**src/rtl/serial_subtractor_if.sv**
```systemverilog
`default_nettype none
// ============================================================================
//  Module   : serial_subtractor_if
//  Brief    : start/busy/done handshake and operand/result bus of the
//             bit-serial subtractor.
//  Revision : 1.0
// ============================================================================
interface serial_subtractor_if #(
    parameter int WIDTH = 8
);
    logic             start;
    logic [WIDTH-1:0] a_in;
    logic [WIDTH-1:0] b_in;
    logic             bor_in;
    logic             busy;
    logic             done;
    logic [WIDTH-1:0] diff;
    logic             bor_out;

    modport master (
        output start, a_in, b_in, bor_in,
        input  busy, done, diff, bor_out
    );

    modport slave (
        input  start, a_in, b_in, bor_in,
        output busy, done, diff, bor_out
    );
endinterface
`default_nettype wire

```
**src/rtl/serial_subtractor.sv**
```systemverilog
`default_nettype none
// ============================================================================
//  Module   : serial_subtractor
//  Brief    : Bit-serial unsigned subtractor, diff = a - b - bor_in, LSB first,
//             one full-subtractor step per clock.
//  Revision : 1.0
// ============================================================================
module serial_subtractor #(
    parameter int WIDTH = 8
) (
    input  wire logic          clk,
    input  wire logic          rst_n,
    serial_subtractor_if.slave bus
);
    localparam int         c_CNT_W = (WIDTH > 2) ? $clog2(WIDTH) : 1;
    localparam logic [c_CNT_W-1:0] c_LAST = c_CNT_W'(WIDTH - 1);

    localparam logic [1:0] c_IDLE  = 2'd0;
    localparam logic [1:0] c_SHIFT = 2'd1;
    localparam logic [1:0] c_DONE  = 2'd2;

    logic [1:0]         r_state;
    logic [1:0]         w_state_next;
    logic [WIDTH-1:0]   r_a_sr;
    logic [WIDTH-1:0]   r_b_sr;
    logic [WIDTH-1:0]   r_res;
    logic               r_brw;
    logic [c_CNT_W-1:0] r_cnt;
    logic               r_busy;
    logic               r_done;
    logic [WIDTH-1:0]   r_diff;
    logic               r_bor;

    logic               w_load;
    logic               w_step;
    logic               w_last;
    logic               w_a0;
    logic               w_b0;
    logic               w_d;
    logic               w_brw_next;

    // State register
    always_ff @(posedge clk or negedge rst_n) begin
        if (!rst_n) begin
            r_state <= c_IDLE;
        end else begin
            r_state <= w_state_next;
        end
    end

    // Next-state logic
    always_comb begin
        w_state_next = r_state;
        case (r_state)
            c_IDLE:  if (bus.start) w_state_next = c_SHIFT;
            c_SHIFT: if (r_cnt == c_LAST) w_state_next = c_DONE;
            c_DONE:  w_state_next = bus.start ? c_SHIFT : c_IDLE;
            default: w_state_next = c_IDLE;
        endcase
    end

    // Control decode; start is only honoured outside SHIFT
    always_comb begin
        w_load = 1'b0;
        w_step = 1'b0;
        w_last = 1'b0;
        case (r_state)
            c_IDLE:  w_load = bus.start;
            c_SHIFT: begin
                w_step = 1'b1;
                w_last = (r_cnt == c_LAST);
            end
            c_DONE:  w_load = bus.start;
            default: ;
        endcase
    end

    assign w_a0       = r_a_sr[0];
    assign w_b0       = r_b_sr[0];
    assign w_d        = w_a0 ^ w_b0 ^ r_brw;
    assign w_brw_next = (~w_a0 & w_b0) | (~(w_a0 ^ w_b0) & r_brw);

    always_ff @(posedge clk or negedge rst_n) begin
        if (!rst_n) begin
            r_a_sr <= '0;
            r_b_sr <= '0;
            r_res  <= '0;
            r_brw  <= 1'b0;
            r_cnt  <= '0;
            r_busy <= 1'b0;
            r_done <= 1'b0;
            r_diff <= '0;
            r_bor  <= 1'b0;
        end else begin
            r_busy <= (w_state_next == c_SHIFT);
            r_done <= w_last;
            if (w_load) begin
                r_a_sr <= bus.a_in;
                r_b_sr <= bus.b_in;
                r_brw  <= bus.bor_in;
                r_cnt  <= '0;
            end else if (w_step) begin
                r_a_sr <= {1'b0, r_a_sr[WIDTH-1:1]};
                r_b_sr <= {1'b0, r_b_sr[WIDTH-1:1]};
                r_res  <= {w_d, r_res[WIDTH-1:1]};
                r_brw  <= w_brw_next;
                r_cnt  <= r_cnt + c_CNT_W'(1);
                // Results are published only on the final step
                if (w_last) begin
                    r_diff <= {w_d, r_res[WIDTH-1:1]};
                    r_bor  <= w_brw_next;
                end
            end
        end
    end

    assign bus.busy    = r_busy;
    assign bus.done    = r_done;
    assign bus.diff    = r_diff;
    assign bus.bor_out = r_bor;
endmodule
`default_nettype wire

```
**src/flat_wrapper.sv**
```systemverilog
// flat-port wrapper written by rule: the top's interface ports become plain ports
module serial_subtractor_flat 
#(
    parameter int WIDTH = 8
)
  (clk, rst_n, bus_start, bus_a_in, bus_b_in, bus_bor_in, bus_busy, bus_done, bus_diff, bus_bor_out);
  serial_subtractor_if #(.WIDTH(WIDTH)) bus_i ();
  input  wire logic clk;
  input  wire logic rst_n;
  input wire logic [$bits(bus_i.start)-1:0] bus_start;
  input wire logic [$bits(bus_i.a_in)-1:0] bus_a_in;
  input wire logic [$bits(bus_i.b_in)-1:0] bus_b_in;
  input wire logic [$bits(bus_i.bor_in)-1:0] bus_bor_in;
  output wire logic [$bits(bus_i.busy)-1:0] bus_busy;
  output wire logic [$bits(bus_i.done)-1:0] bus_done;
  output wire logic [$bits(bus_i.diff)-1:0] bus_diff;
  output wire logic [$bits(bus_i.bor_out)-1:0] bus_bor_out;
  assign bus_i.start = bus_start;
  assign bus_i.a_in = bus_a_in;
  assign bus_i.b_in = bus_b_in;
  assign bus_i.bor_in = bus_bor_in;
  assign bus_busy = bus_i.busy;
  assign bus_done = bus_i.done;
  assign bus_diff = bus_i.diff;
  assign bus_bor_out = bus_i.bor_out;
  serial_subtractor #(.WIDTH(WIDTH)) u_core (.clk(clk), .rst_n(rst_n), .bus(bus_i));
endmodule
```
**config.mk**
```make
export PLATFORM = sky130hd
export DESIGN_NAME = serial_subtractor_flat
export DESIGN_NICKNAME = d
export VERILOG_FILES = /design/src/rtl/serial_subtractor_if.sv /design/src/rtl/serial_subtractor.sv /design/src/flat_wrapper.sv
export SDC_FILE = /design/constraint.sdc
export NUM_CORES = 1
export LEC_CHECK = 0
export BUFFER_PORTS_ARGS = -buffer_cell sky130_fd_sc_hd__buf_2
export CORE_ASPECT_RATIO = 1.4
export CORE_MARGIN = 3
export CORE_UTILIZATION = 45
export DETAILED_ROUTE_END_ITERATION = 12
export PLACE_DENSITY = 0.66
export SETUP_SLACK_MARGIN = 0.05
export SYNTH_ARGS = -nofsm -noshare
export SYNTH_HDL_FRONTEND = slang
export SYNTH_SLANG_ARGS = --single-unit
```
**constraint.sdc**
```tcl
create_clock -name clk -period 3.95 [get_ports clk]
set_input_delay 0.1975 -clock clk [delete_from_list [all_inputs] [get_ports clk]]
set_output_delay 0.1975 -clock clk [all_outputs]
set_load 0.005 [all_outputs]
```
==> metrics.txt <==
grt total ovfl 0; fin util 54.9%; PwrDens 806 nW/µm²; asr flop ratio synth 100%; syn avg cell area 12.5 µm²; Worst-Margin Slew 0.930 ns; slew margin rel. 38.0%; arrival time at the worst endpoint 1.96 ns; post-layout net count 196; RSZ-0062 raised after global routing no; worst r2r src u_core.r_state[0]; Ys Warns 0; CTS resizes 0; Max-Cap Viols 0; CP max stage delay 0.96 ns; P_leak 0.944 nW; number of synthesized flops with an enable pin 0; WS Path Type reg -> reg; # H-tree levels 2; # IOs 31; internal power 1.15 mW; Worst Skew 0.00572 ns; vias per inst 5.44; Reg power frac 45.3%; Post-Place Cell Area 1960 µm²; Vias 1174; Synth Register Bits 40; Synth top area share 54.1%; CTS tree yes; outcome complete, no violations; clk_lat worst skew 0.29 ns; area of the multi-input gates 729 µm²; Routed Antenna Nets 0; type of the tightest min-delay check in -> async; drt first-iter violations 19; # setup viols final 0; Post-Route WL 3110 µm; most frequent cell after synthesis dfrtp_1; Yosys top cell by area dfrtp_1; CP Cell Sequence nand2b_1 > and2_4 > a21oi_2; P&R area growth vs syn 13.0%; dominant synthesized flop cell dfrtp_1; crit start category flip-flop; Post-Synthesis Cells 148; WP data required 4.12 ns; Synth Net Count 171; Starting Density 48.6%; pin count of the biggest net entering global routing 41; Max Root-Sink Buffers 2; Seq/Total Area, Yosys 54.1%; Tmin final 1.79 ns; initial antenna violation count 0; Setup crit end kind flip-flop; Port Buf Inserts 30; Post-Synthesis Cell Area 1850 µm²; # placed instances 208; synth cell count leaders dfrtp_1 (40), mux2_2 (16), mux2i_1 (11); fin crit share 45.3%; GRT Util Overall 14.6%; first-pass GRT wire length 5360 µm; number of setup buffers added after CTS 0; r2r setup slk 2.16 ns; DIE AREA 4930 µm²; vias in the first global route 1182; DRC viols 0; Switch Pwr 538 µW; cell area after layout 2090 µm²; Max VDD drop 0.463 mV; share of layout cells above drive strength 1 36.2%; Layout fillers 336; # diodes 0; drt first pass iters 4; Area contributors post-synth dfrtp_1 (54%), mux2_2 (9.7%), mux2i_1 (6.0%); synth unique cells 25; Net Sw Frac 32.0%; Clock Sinks 40; worst r2r path cells 3; Final Slew Violations 0; Clk pwr share 21.4%; fmax 0.559 GHz; crit-path max FO 29; Final WS setup 2.16 ns; placer congestion estimate 0.689; number of buffers created by CTS 5; pre-CTS setup slack 2.19 ns; storage element area 1000 µm²; Die Wd 60.2 µm; critical path endpoint u_core.r_a_sr[2]; row cnt 26; total negative slack 0 ns; number of hold buffers added after CTS 0; Finished Layout Cells 216; Root Driver clkbuf_8; crit path launch u_core.r_state[0]; Routed WL per cell 14.4 µm; slowest CP cell dfrtp_1; Clock Pin Slew Worst Setup and Hold Paths 0.08 ns; Fin. Hold Viols 0; R2R Path End u_core.r_a_sr[2]; Die Span Y 81.9 µm; Comb pwr share 33.2%; HPWL Detailed 2140 µm; core region area 3810 µm²
layout make-up:
| class | instances | share of cell area (%) |
|---|---|---|
| Tap cell | 42 | 2.51 |
| Timing Repair Buffer | 30 | 7.19 |
| Clock inverter | 1 | 1.44 |
| Clock buffer | 7 | 4.61 |
| Multi-Input combinational cell | 88 | 34.9 |
| Sequential cell | 40 | 47.9 |
| Inverter | 8 | 1.44 |
kinds of logic (layout without fill, tap and decap cells):
| logic type | after synthesis | count (layout) | synth area share [%] |
|---|---|---|---|
| flops | 40 | 40 | 54.1 |
| buf+inv | 20 | 46 | 6.43 |
| mux | 27 | 27 | 15.7 |
| xor+xnor | 1 | 1 | 0.474 |
| compound gates | 39 | 39 | 14.0 |
| fa+ha+maj | 3 | 3 | 2.44 |
| simple gates | 18 | 18 | 6.83 |
power groups by stage:
stage,Clock [mW],Sequential (mW),Combinational (mW)
2_1_floorplan,0,0.707,0.511
6_report,0.361,0.764,0.560
5_1_grt,0.391,0.796,0.644
3_3_place_gp,0,0.765,0.546
4_1_cts,0.371,0.769,0.572
3_5_place_dp,0,0.774,0.570
metrics by stage:
| step | total power [mW] | hold WS, ns |
|---|---|---|
| detailed placement | 1.34 | 0.372 |
| floorplan | 1.22 | -0.0981 |
| global placement | 1.31 | 0.343 |
| finish | 1.68 | 0.0246 |
| CTS | 1.71 | 0.0509 |
| global route | 1.83 | 0.0908 |
flip-flops by register name, indices dropped and copies added, names as in the netlist:
| register | cells |
|---|---|
| u_core.bus.busy | 1 |
| u_core.bus.bor_out | 1 |
| u_core.r_res | 7 |
| u_core.r_cnt | 3 |
| u_core.r_b_sr | 8 |
| u_core.bus.done | 1 |
| u_core.r_brw | 1 |
| u_core.bus.diff | 8 |
| u_core.r_state | 2 |
| u_core.r_a_sr | 8 |
how the worst min path moves through the flow:
stage / from / to / slack [ns] / cells past startpoint
6_report: rst_n / u_core.bus.diff[5] / 0.02 / 1
4_1_cts: rst_n / u_core.r_a_sr[6] / 0.05 / 1
3_3_place_gp: rst_n / u_core.bus.diff[2] / 0.34 / 1
2_1_floorplan: rst_n / u_core.bus.bor_out / -0.1 / 0
5_1_grt: rst_n / u_core.bus.diff[5] / 0.09 / 1
3_5_place_dp: rst_n / u_core.r_res[3] / 0.37 / 1
worst max-delay path, delay by kind of cell, from the launching register on:
family           cells  cell delay, ns
flip-flops           1            0.96
AND/OR/NAND/NOR      2            0.65
AO/OA/AOI/OAI        1            0.07
layer usage:
metal / up-vias / track usage [%] / part of all wire, % / wire length, µm
li1: 575 / - / - / -
met1: 562 / 17.1 / 42 / 1300
met2: 32 / 24.6 / 50 / 1560
met3: 5 / 4.87 / 6.1 / 190
met4: 0 / 5.32 / 1.6 / 51
met5: - / 0 / 0 / 0
placed cells by master (no fill, tap or decap):
cell type / n
a211oi_1: 9
a21oi_1: 9
a21oi_2: 6
a22o_1: 3
and2_4: 1
buf_2: 30
bufinv_16: 1
clkbuf_8: 7
dfrtp_1: 40
fa_1: 1
ha_1: 2
inv_1: 8
mux2_2: 16
mux2i_1: 11
nand2_1: 2
nand2b_1: 1
nand2b_4: 1
nand3_1: 2
nand3b_4: 1
nor2_1: 1
nor2b_1: 9
o21ai_0: 6
o22ai_1: 6
xnor2_1: 1
Note: power is estimated with default switching activity, not from simulation.
